**config.mk**
```make
export PLATFORM = sky130hd
export DESIGN_NAME = response_compactor
export DESIGN_NICKNAME = d
export VERILOG_FILES = /design/src/rtl/response_compactor_pkg.sv /design/src/rtl/response_compactor_misr_step.sv /design/src/rtl/response_compactor.sv
export SDC_FILE = /design/constraint.sdc
export NUM_CORES = 1
export LEC_CHECK = 0
export BUFFER_PORTS_ARGS = -buffer_cell sky130_fd_sc_hd__buf_4
export CAP_MARGIN = 20
export CORE_MARGIN = 10
export CORE_UTILIZATION = 50
export CTS_CLUSTER_SIZE = 16
export DETAILED_ROUTE_END_ITERATION = 10
export PLACE_DENSITY = 0.76
export SYNTH_ARGS = -nofsm -noshare
export SYNTH_HDL_FRONTEND = slang
export SYNTH_SLANG_ARGS = --single-unit
```
**constraint.sdc**
```tcl
create_clock -name clk -period 3.3 [get_ports clk]
set_clock_uncertainty 0.15 [all_clocks]
set_input_delay 0.165 -clock clk [delete_from_list [all_inputs] [get_ports clk]]
set_output_delay 0.165 -clock clk [all_outputs]
set_load 0.02 [all_outputs]
```
**src/rtl/response_compactor_pkg.sv**
```systemverilog
// Shared types and constants for the response compactor (MISR-based signature analyser).
package response_compactor_pkg;

    localparam int OBS_W_DEF = 5;
    localparam int SIG_W_DEF = 16;
    localparam int CNT_W_DEF = 10;

    localparam logic [15:0] MISR_POLY = 16'h1021;

    typedef enum logic [1:0] {
        ST_IDLE = 2'd0,
        ST_RUN  = 2'd1,
        ST_DONE = 2'd2
    } state_e;

endpackage

```
**src/rtl/response_compactor_misr_step.sv**
```systemverilog
// One MISR step: shift left, fold the polynomial in on MSB carry-out, XOR the response in.
module misr_step #(
    parameter int               SIG_W = 16,
    parameter int               OBS_W = 5,
    parameter logic [SIG_W-1:0] POLY  = 16'h1021
) (
    input  logic [SIG_W-1:0] sig_i,
    input  logic [OBS_W-1:0] obs_i,
    output logic [SIG_W-1:0] sig_o
);

    logic [SIG_W-1:0] shifted;
    logic [SIG_W-1:0] fb;
    logic [SIG_W-1:0] obs_ext;

    always_comb begin
        shifted = {sig_i[SIG_W-2:0], 1'b0};
        fb      = sig_i[SIG_W-1] ? POLY : '0;
        obs_ext = '0;
        obs_ext[OBS_W-1:0] = obs_i;
        sig_o   = shifted ^ fb ^ obs_ext;
    end

endmodule

```
**src/rtl/response_compactor.sv**
```systemverilog
// Session FSM and pattern counter around a MISR that compacts circuit responses into a signature.
module response_compactor
    import response_compactor_pkg::*;
#(
    parameter int OBS_W = OBS_W_DEF,
    parameter int SIG_W = SIG_W_DEF,
    parameter int CNT_W = CNT_W_DEF
) (
    input  logic             clk,
    input  logic             rst_n,
    input  logic             start,
    input  logic             abort,
    input  logic [CNT_W-1:0] num_patterns,
    input  logic [SIG_W-1:0] expected_sig,
    input  logic             obs_valid,
    input  logic [OBS_W-1:0] obs_data,
    output logic             busy,
    output logic             done,
    output logic             pass,
    output logic [SIG_W-1:0] signature,
    output logic [CNT_W-1:0] pattern_count
);

    localparam logic [CNT_W-1:0] CNT_ONE = CNT_W'(1);

    state_e           state_q;
    logic             busy_q;
    logic             done_q;
    logic [SIG_W-1:0] sig_q;
    logic [SIG_W-1:0] sig_d;
    logic [CNT_W-1:0] cnt_q;
    logic [CNT_W-1:0] cnt_d;
    logic [CNT_W-1:0] num_q;

    misr_step #(
        .SIG_W (SIG_W),
        .OBS_W (OBS_W),
        .POLY  (SIG_W'(MISR_POLY))
    ) u_misr (
        .sig_i (sig_q),
        .obs_i (obs_data),
        .sig_o (sig_d)
    );

    assign cnt_d = cnt_q + CNT_ONE;

    always_ff @(posedge clk or negedge rst_n) begin
        if (!rst_n) begin
            state_q <= ST_IDLE;
            busy_q  <= 1'b0;
            done_q  <= 1'b0;
            sig_q   <= '0;
            cnt_q   <= '0;
            num_q   <= '0;
        end else begin
            case (state_q)
                ST_IDLE: begin
                    if (start) begin
                        num_q <= num_patterns;
                        sig_q <= '0;
                        cnt_q <= '0;
                        if (num_patterns == '0) begin
                            state_q <= ST_DONE;
                            busy_q  <= 1'b0;
                            done_q  <= 1'b1;
                        end else begin
                            state_q <= ST_RUN;
                            busy_q  <= 1'b1;
                            done_q  <= 1'b0;
                        end
                    end
                end
                ST_RUN: begin
                    if (abort) begin
                        state_q <= ST_IDLE;
                        busy_q  <= 1'b0;
                        done_q  <= 1'b0;
                        sig_q   <= '0;
                        cnt_q   <= '0;
                    end else if (obs_valid) begin
                        sig_q <= sig_d;
                        cnt_q <= cnt_d;
                        // Counter stops at num_q, so it can never wrap.
                        if (cnt_d == num_q) begin
                            state_q <= ST_DONE;
                            busy_q  <= 1'b0;
                            done_q  <= 1'b1;
                        end
                    end
                end
                ST_DONE: begin
                    if (abort) begin
                        state_q <= ST_IDLE;
                        busy_q  <= 1'b0;
                        done_q  <= 1'b0;
                        sig_q   <= '0;
                        cnt_q   <= '0;
                    end else if (start) begin
                        num_q <= num_patterns;
                        sig_q <= '0;
                        cnt_q <= '0;
                        if (num_patterns == '0) begin
                            state_q <= ST_DONE;
                            busy_q  <= 1'b0;
                            done_q  <= 1'b1;
                        end else begin
                            state_q <= ST_RUN;
                            busy_q  <= 1'b1;
                            done_q  <= 1'b0;
                        end
                    end
                end
                default: begin
                    state_q <= ST_IDLE;
                    busy_q  <= 1'b0;
                    done_q  <= 1'b0;
                end
            endcase
        end
    end

    assign busy          = busy_q;
    assign done          = done_q;
    assign signature     = sig_q;
    assign pattern_count = cnt_q;
    // Golden value may change while in DONE, so compare against it live.
    assign pass          = done_q && (sig_q == expected_sig);

endmodule

```
==> metrics, run 1 <==
worst path required time approximately 3.3 ns; worst setup margin 0.3094 ns; LEAKAGE 1.390 nW; max-slew violation count 0; Detail Placement HPWL just under 5 mm; Critical path origin pattern_count[0]$_DFFE_PN0P_; vias post-DR 2216; largest area contributor in the netlist dfrtp_1; Die W around 90 um; Synth async-reset ratio between 90% and 100%; CTS sink cnt 40; final setup TNS 0 ns; Post-Synthesis Cell Area 0.002420 mm^2; Cell Rows 25; Worst-Margin Slew 0.8824 ns; syn_area_per_cell 9.718 um^2; top post-synthesis cells by area dfrtp_1, xnor2_1, o21ai_0, mux2_2, a22o_1; CP top delay family simple AND/OR/NAND/NOR gates; CTS tree yes; type of element capturing the critical path flop; share of cells above drive strength 1 between 20% and 30%; syn_nets 290; Post-synth top cells dfrtp_1, xnor2_1, o21ai_0; average wire per standard cell 16.92 um; met3 Use GR around 5.4%; DRC 0; CTS resizes 0; nets 365; Port Buffer Count 64; Synth Warn # 0; top-area cell type share of the netlist area 41.37%; Seq/Total Area, Yosys 41.37%; met1 Use GR 19.45%; Die Ht 89.57 um; H-tree levels 2; Worst VDD drop 398.3 uV; Critical-path top delay cell or4_4; Synth Instances 249; Slew HR 40.78%; CP peak stage delay 0.53 ns; DRT antenna net count 0; WP buf/inv 0; IO Count 65; Skew-Pair Late Insertion Delay 0.30 ns; Num CTS Buffers 5; status completed; endpoints failing setup 0; n_diodes 0; Root Buffer clkbuf_8; minimum clock period around 3 ns; area of the core 0.004692 mm^2; grt total ovfl 0; Die ar. between 0.008 and 0.009 mm^2; global routing's busiest layer met2; DP Worst Slack 0.3286 ns; final wirelength 6.414 mm; top-count cell post-synth dfrtp_1; count of unique library cells instantiated by Yosys 46; 1st-iter DRT viols 169; met2 usage 26.39%; Synth Flop Type dfrtp_1; maximum number of pins on one net before global-route repair 41; WP data arrival 3.01 ns; R2R Path Start pattern_count[0]$_DFFE_PN0P_; hold path startpoint obs_data[3]; worst hold path type in2reg; CP startpoint kind flop; CTS Buffer Depth 2; Max Clock Freq 0.3344 GHz; ordered list of cells on the worst path ha_1, nand3_1, o21ai_0, nand4_1, or3_1, or4_4, o2bb2ai_1; initial antenna violation count 0; Area after DPL 0.002942 mm^2; first-pass GRT wire length 10.34 mm; power density over the cells about 530 mW/mm^2; Tot Pwr 1.680 mW; Crit Path Category reg2reg; share of the cycle needed by the critical path after routing 90.62%; drt via density 5.847; Starting Density 51.57%; clock-pin slew on the worst setup and hold paths 0.08 ns; drt pass-1 iters 4; RSZ-0062 raised after global routing no; maxcap violations 0; Layout area overhead 30.97%; Hold Vio Cnt, Final 0; hold_ws 0.004051 ns; vias in the first global route between 2000 and 2500; Post-synth EDFFs 0; total track usage 16.31%; Seq cells post-synth 40; crit path max fanout 12; gpl congestion 0.9047; Final Instance Area 0.003169 mm^2
-- state kept, by name (all words and copies together), names as in the netlist --
register / cells
state_q: 2
pattern_count: 10
done: 1
num_q: 10
busy: 1
signature: 16
-- logic make-up after synthesis --
group	count (synthesis)	synth area share (%)
simple gates	89	19.91
flops	40	41.37
xor+xnor	35	12.67
buf+inv	13	2.172
compound gates	57	16.65
mux	10	4.654
fa+ha+maj	5	2.585
-- layout make-up --
class | instances | area, um^2
timing repair buffer | 78 | 615.6
sequential | 40 | 1001
inverter | 3 | 11.26
clock inverter | 2 | 35.03
fill | 372 | 1523
tap | 54 | 67.56
clock buffer | 6 | 72.57
multi-input combinational | 196 | 1366
-- through the flow --
stage	util (%)	instances
6_report	67.55	379
5_1_grt	67.55	379
4_1_cts	67.55	379
3_5_place_dp	62.69	359
3_3_place_gp	62.69	359
2_1_floorplan	-	249
-- path summary, 6_finish.rpt --
kind / endpoint / slack (ns) / depth (start not counted)
worst max-delay path: done$_DFFE_PN0P_ / 0.31 / 7
worst min-delay path: signature[3]$_DFFE_PN0P_ / 0.004 / 3
worst max register to register: done$_DFFE_PN0P_ / 0.31 / 7
worst min register to register: num_q[7]$_DFFE_PN0P_ / 0.40 / 1
max in group asynchronous: signature[0]$_DFFE_PN0P_ / 2.41 / 2
min in group asynchronous: signature[9]$_DFFE_PN0P_ / 0.24 / 2
-- tightest hold or removal path: stages --
cell     delay [ns]
buf_4          0.08
xnor2_1        0.10
o21ai_0        0.06
-- metal layers --
layer | vias to the layer above | routed length (um) | share of wire [%]
met3 | 16 | 456 | 7.1
met1 | 1076 | 2719 | 42
li1 | 1043 | - | -
met4 | 0 | 162 | 2.5
met5 | - | 0 | 0
met2 | 81 | 3075 | 48
-- power breakdown --
| group | total (mW) | internal, mW | switching, mW |
|---|---|---|---|
| combinational | 0.612 | 0.289 | 0.323 |
| clock | 0.394 | 0.224 | 0.169 |
| sequential | 0.674 | 0.576 | 0.0982 |
| total | 1.68 | 1.09 | 0.590 |
-- placed cells by master (no fill, tap or decap), types with 5 or more instances in the layout --
| master | instances |
|---|---|
| a22o_1 | 10 |
| buf_4 | 66 |
| clkbuf_8 | 5 |
| dfrtp_1 | 40 |
| dlygate4sd3_1 | 12 |
| ha_1 | 5 |
| mux2_2 | 10 |
| nand2_1 | 20 |
| nand3_1 | 6 |
| nand4_1 | 5 |
| nor2_1 | 18 |
| nor2b_1 | 5 |
| o21ai_0 | 26 |
| or3_1 | 6 |
| xnor2_1 | 28 |
| xor2_1 | 7 |
-- what timing repair did --
action | CTS | global route
setup buffers | 0 | 0
hold buffers | 12 | 0
endpoints found under the hold margin | 51 | 0
(Power assumes the default switching activity.)
==> run 2: changes to the inputs <==
Settings changed: BUFFER_PORTS_ARGS -buffer_cell sky130_fd_sc_hd__buf_4 to -buffer_cell sky130_fd_sc_hd__buf_2.
==> run 2 against run 1 <==
First-iteration DRC count down 5.3%. Hold slack better by 0.0092 ns. Die area unchanged. Global-route usage up 0.21 points. Register-to-register slack better by 0.04 ns. Sequential share of layout area up 1.9 points. Clock-buffer cell count up 1. Critical path depth unchanged. Combinational power down 4.2%. Final cell count down 0.26%. Largest cell class unchanged. Highest routed layer unchanged.
==> metrics, run 2 (synthesis gave the netlist of run 1 again) <==
Port Buffer Count 64 (unchanged); CTS Buffer Depth 2 (unchanged); Skew-Pair Late Insertion Delay 0.30 ns (about the same); Detail Placement HPWL 4.665 mm (was 4.808 mm); maxcap violations 0 (unchanged); Root Buffer clkbuf_8 (unchanged); clock-pin slew on the worst setup and hold paths 0.08 ns (about the same); most frequent cells in the layout buf_2, dfrtp_1, xnor2_1 (was buf_4, dfrtp_1, xnor2_1); final design utilization 63.68% (was 67.55%); Num CTS Buffers 5 (unchanged); LEAKAGE 1.346 nW (was 1.390 nW); drt via density 5.646 (was 5.847); total track usage 16.53% (was 16.31%); met2 usage 25.26% (was 26.39%); Layout area overhead 23.47% (was 30.97%); grt total ovfl 0 (unchanged); Worst-Margin Slew 0.8751 ns (was 0.8824 ns); first-pass GRT wire length 10.33 mm (was 10.34 mm); gpl congestion 0.8578 (was 0.9047); type of element capturing the critical path flop (unchanged); Die W 89.57 um (unchanged); global routing's busiest layer met2 (unchanged); DRT antenna net count 0 (unchanged); Die ar. 0.008022 mm^2 (unchanged); 1st-iter DRT viols 160 (was 169); endpoints failing setup 0 (unchanged); Hold Vio Cnt, Final 0 (unchanged); DP Worst Slack 0.3729 ns (was 0.3286 ns); Internal Pwr Total 1.012 mW (was 1.090 mW); Max Clock Freq 0.3392 GHz (was 0.3344 GHz); Post-CTS Setup Inserts 0 (unchanged); Slew HR 41.27% (was 40.78%); Cell Rows 25 (unchanged); drt pass-1 iters 4 (unchanged); DRC 0 (unchanged); max reg flops 16 (unchanged); NetSw 0.5816 mW (was 0.5901 mW); power density over the cells 533.2 mW/mm^2 (was 530.0 mW/mm^2); worst setup margin 0.3517 ns (was 0.3094 ns); nets 364 (was 365); Die Ht 89.57 um (unchanged); Starting Density 51.57% (unchanged); initial antenna violation count 0 (unchanged); share of cells above drive strength 1 28.09% (was 28.31%); CP startpoint kind flop (unchanged); met1 Use GR 20.95% (was 19.45%); WP data arrival 2.97 ns (was 3.01 ns); CTS tree yes (unchanged); worst path required time 3.32 ns (about the same); H-tree levels 2 (unchanged); crit path max fanout 12 (unchanged); clock share of power 21.0% (was 23.4%); vias post-DR 2134 (was 2216); combinational group share of total power 36.8% (was 36.4%); share of the cycle needed by the critical path after routing 89.34% (was 90.62%); status completed (unchanged); most common cell after layout, fill and taps aside buf_2 (was buf_4); average wire per standard cell 16.57 um (was 16.92 um); met3 Use GR 5.378% (unchanged); Switching Share 36.51% (was 35.13%); final setup TNS 0 ns (unchanged); RSZ-0062 raised after global routing no (unchanged); CTS sink cnt 40 (unchanged); maximum number of pins on one net before global-route repair 41 (unchanged); Worst VDD drop 410.2 uV (was 398.3 uV); IO Count 65 (unchanged); max-slew violation count 0 (unchanged); sequential power share 42.2% (was 40.1%); minimum clock period 2.948 ns (was 2.991 ns); CTS resizes 0 (unchanged); area of the core 0.004692 mm^2 (unchanged); Crit Path Category reg2reg (unchanged); final wirelength 6.263 mm (was 6.414 mm); n_diodes 0 (unchanged); vias in the first global route 2094 (was 2191); worst hold path type in2reg (unchanged)
==> run 2: cell types whose count changed in the layout (fill, tap and decap cells not counted) <==
cell,change
buf_4,-65
buf_2,+64
bufinv_16,-1
clkinvlp_4,+1
clkbuf_8,+1
clkinv_2,-1
==> run 2: path summary, 6_finish.rpt <==
path	end	startpoint	cells after the start	slack (ns)
max	state_q[1]$_DFFE_PN0P_	pattern_count[0]$_DFFE_PN0P_	7	0.35
min	signature[2]$_DFFE_PN0P_	obs_data[2]	3	0.01
max reg2reg	state_q[1]$_DFFE_PN0P_	pattern_count[0]$_DFFE_PN0P_	7	0.35
min reg2reg	num_q[1]$_DFFE_PN0P_	num_q[1]$_DFFE_PN0P_	1	0.40
max in group asynchronous	state_q[1]$_DFFE_PN0P_	rst_n	2	2.07
min in group asynchronous	pattern_count[4]$_DFFE_PN0P_	rst_n	2	0.39
==> run 2: layout make-up <==
class                           instances  area (um^2)
Clock buffer                            7        86.33
Clock inverter                          1        7.507
Fill cell                             401         1704
Inverter                                3        11.26
Multi-Input combinational cell        196         1366
Sequential cell                        40         1001
Tap cell                               54        67.56
Timing Repair Buffer                   77        447.9
==> run 2: per-stage QoR <==
stage | power, mW | hold WS (ns) | std cells | area, um^2
floorplan | 1.073 | -0.2806 | 249 | 2420
global placement | 1.239 | 0.1918 | 358 | 2774
detailed placement | 1.255 | 0.1919 | 358 | 2774
CTS | 1.608 | 0.005207 | 378 | 2988
global route | 1.701 | 0.003472 | 378 | 2988
finish | 1.593 | 0.01324 | 378 | 2988
==> run 2: power by group through the flow <==
stage               combinational (mW)  sequential [mW]  clock [mW]
floorplan                        0.398            0.675           0
global placement                 0.561            0.677           0
detailed placement               0.573            0.683           0
CTS                              0.589            0.673       0.346
global route                     0.653            0.686       0.362
finish                           0.586            0.672       0.335
==> run 2: routing by layer <==
metal / vias up / routed length (um) / share of wire [%]
met1: 1008 / 2754 / 44
met3: 16 / 442 / 7.1
met2: 66 / 2916 / 47
met4: 0 / 150 / 2.4
li1: 1044 / - / -
met5: - / 0 / 0
==> run 2: worst max-delay path, cell delays in order, from the launching register on <==
cell and delay (ns):
dfrtp_1 0.48, ha_1 0.37, nand3_1 0.34, o21ai_0 0.32, nand4_1 0.11, or3_1 0.37, or4_4 0.53, o2bb2ai_1 0.14
==> run 2: repair_timing <==
action / 4_1_cts / 5_1_grt
setup endpoints to repair: 0 / 0
hold endpoints to repair: 51 / 0
hold buffers: 12 / 0
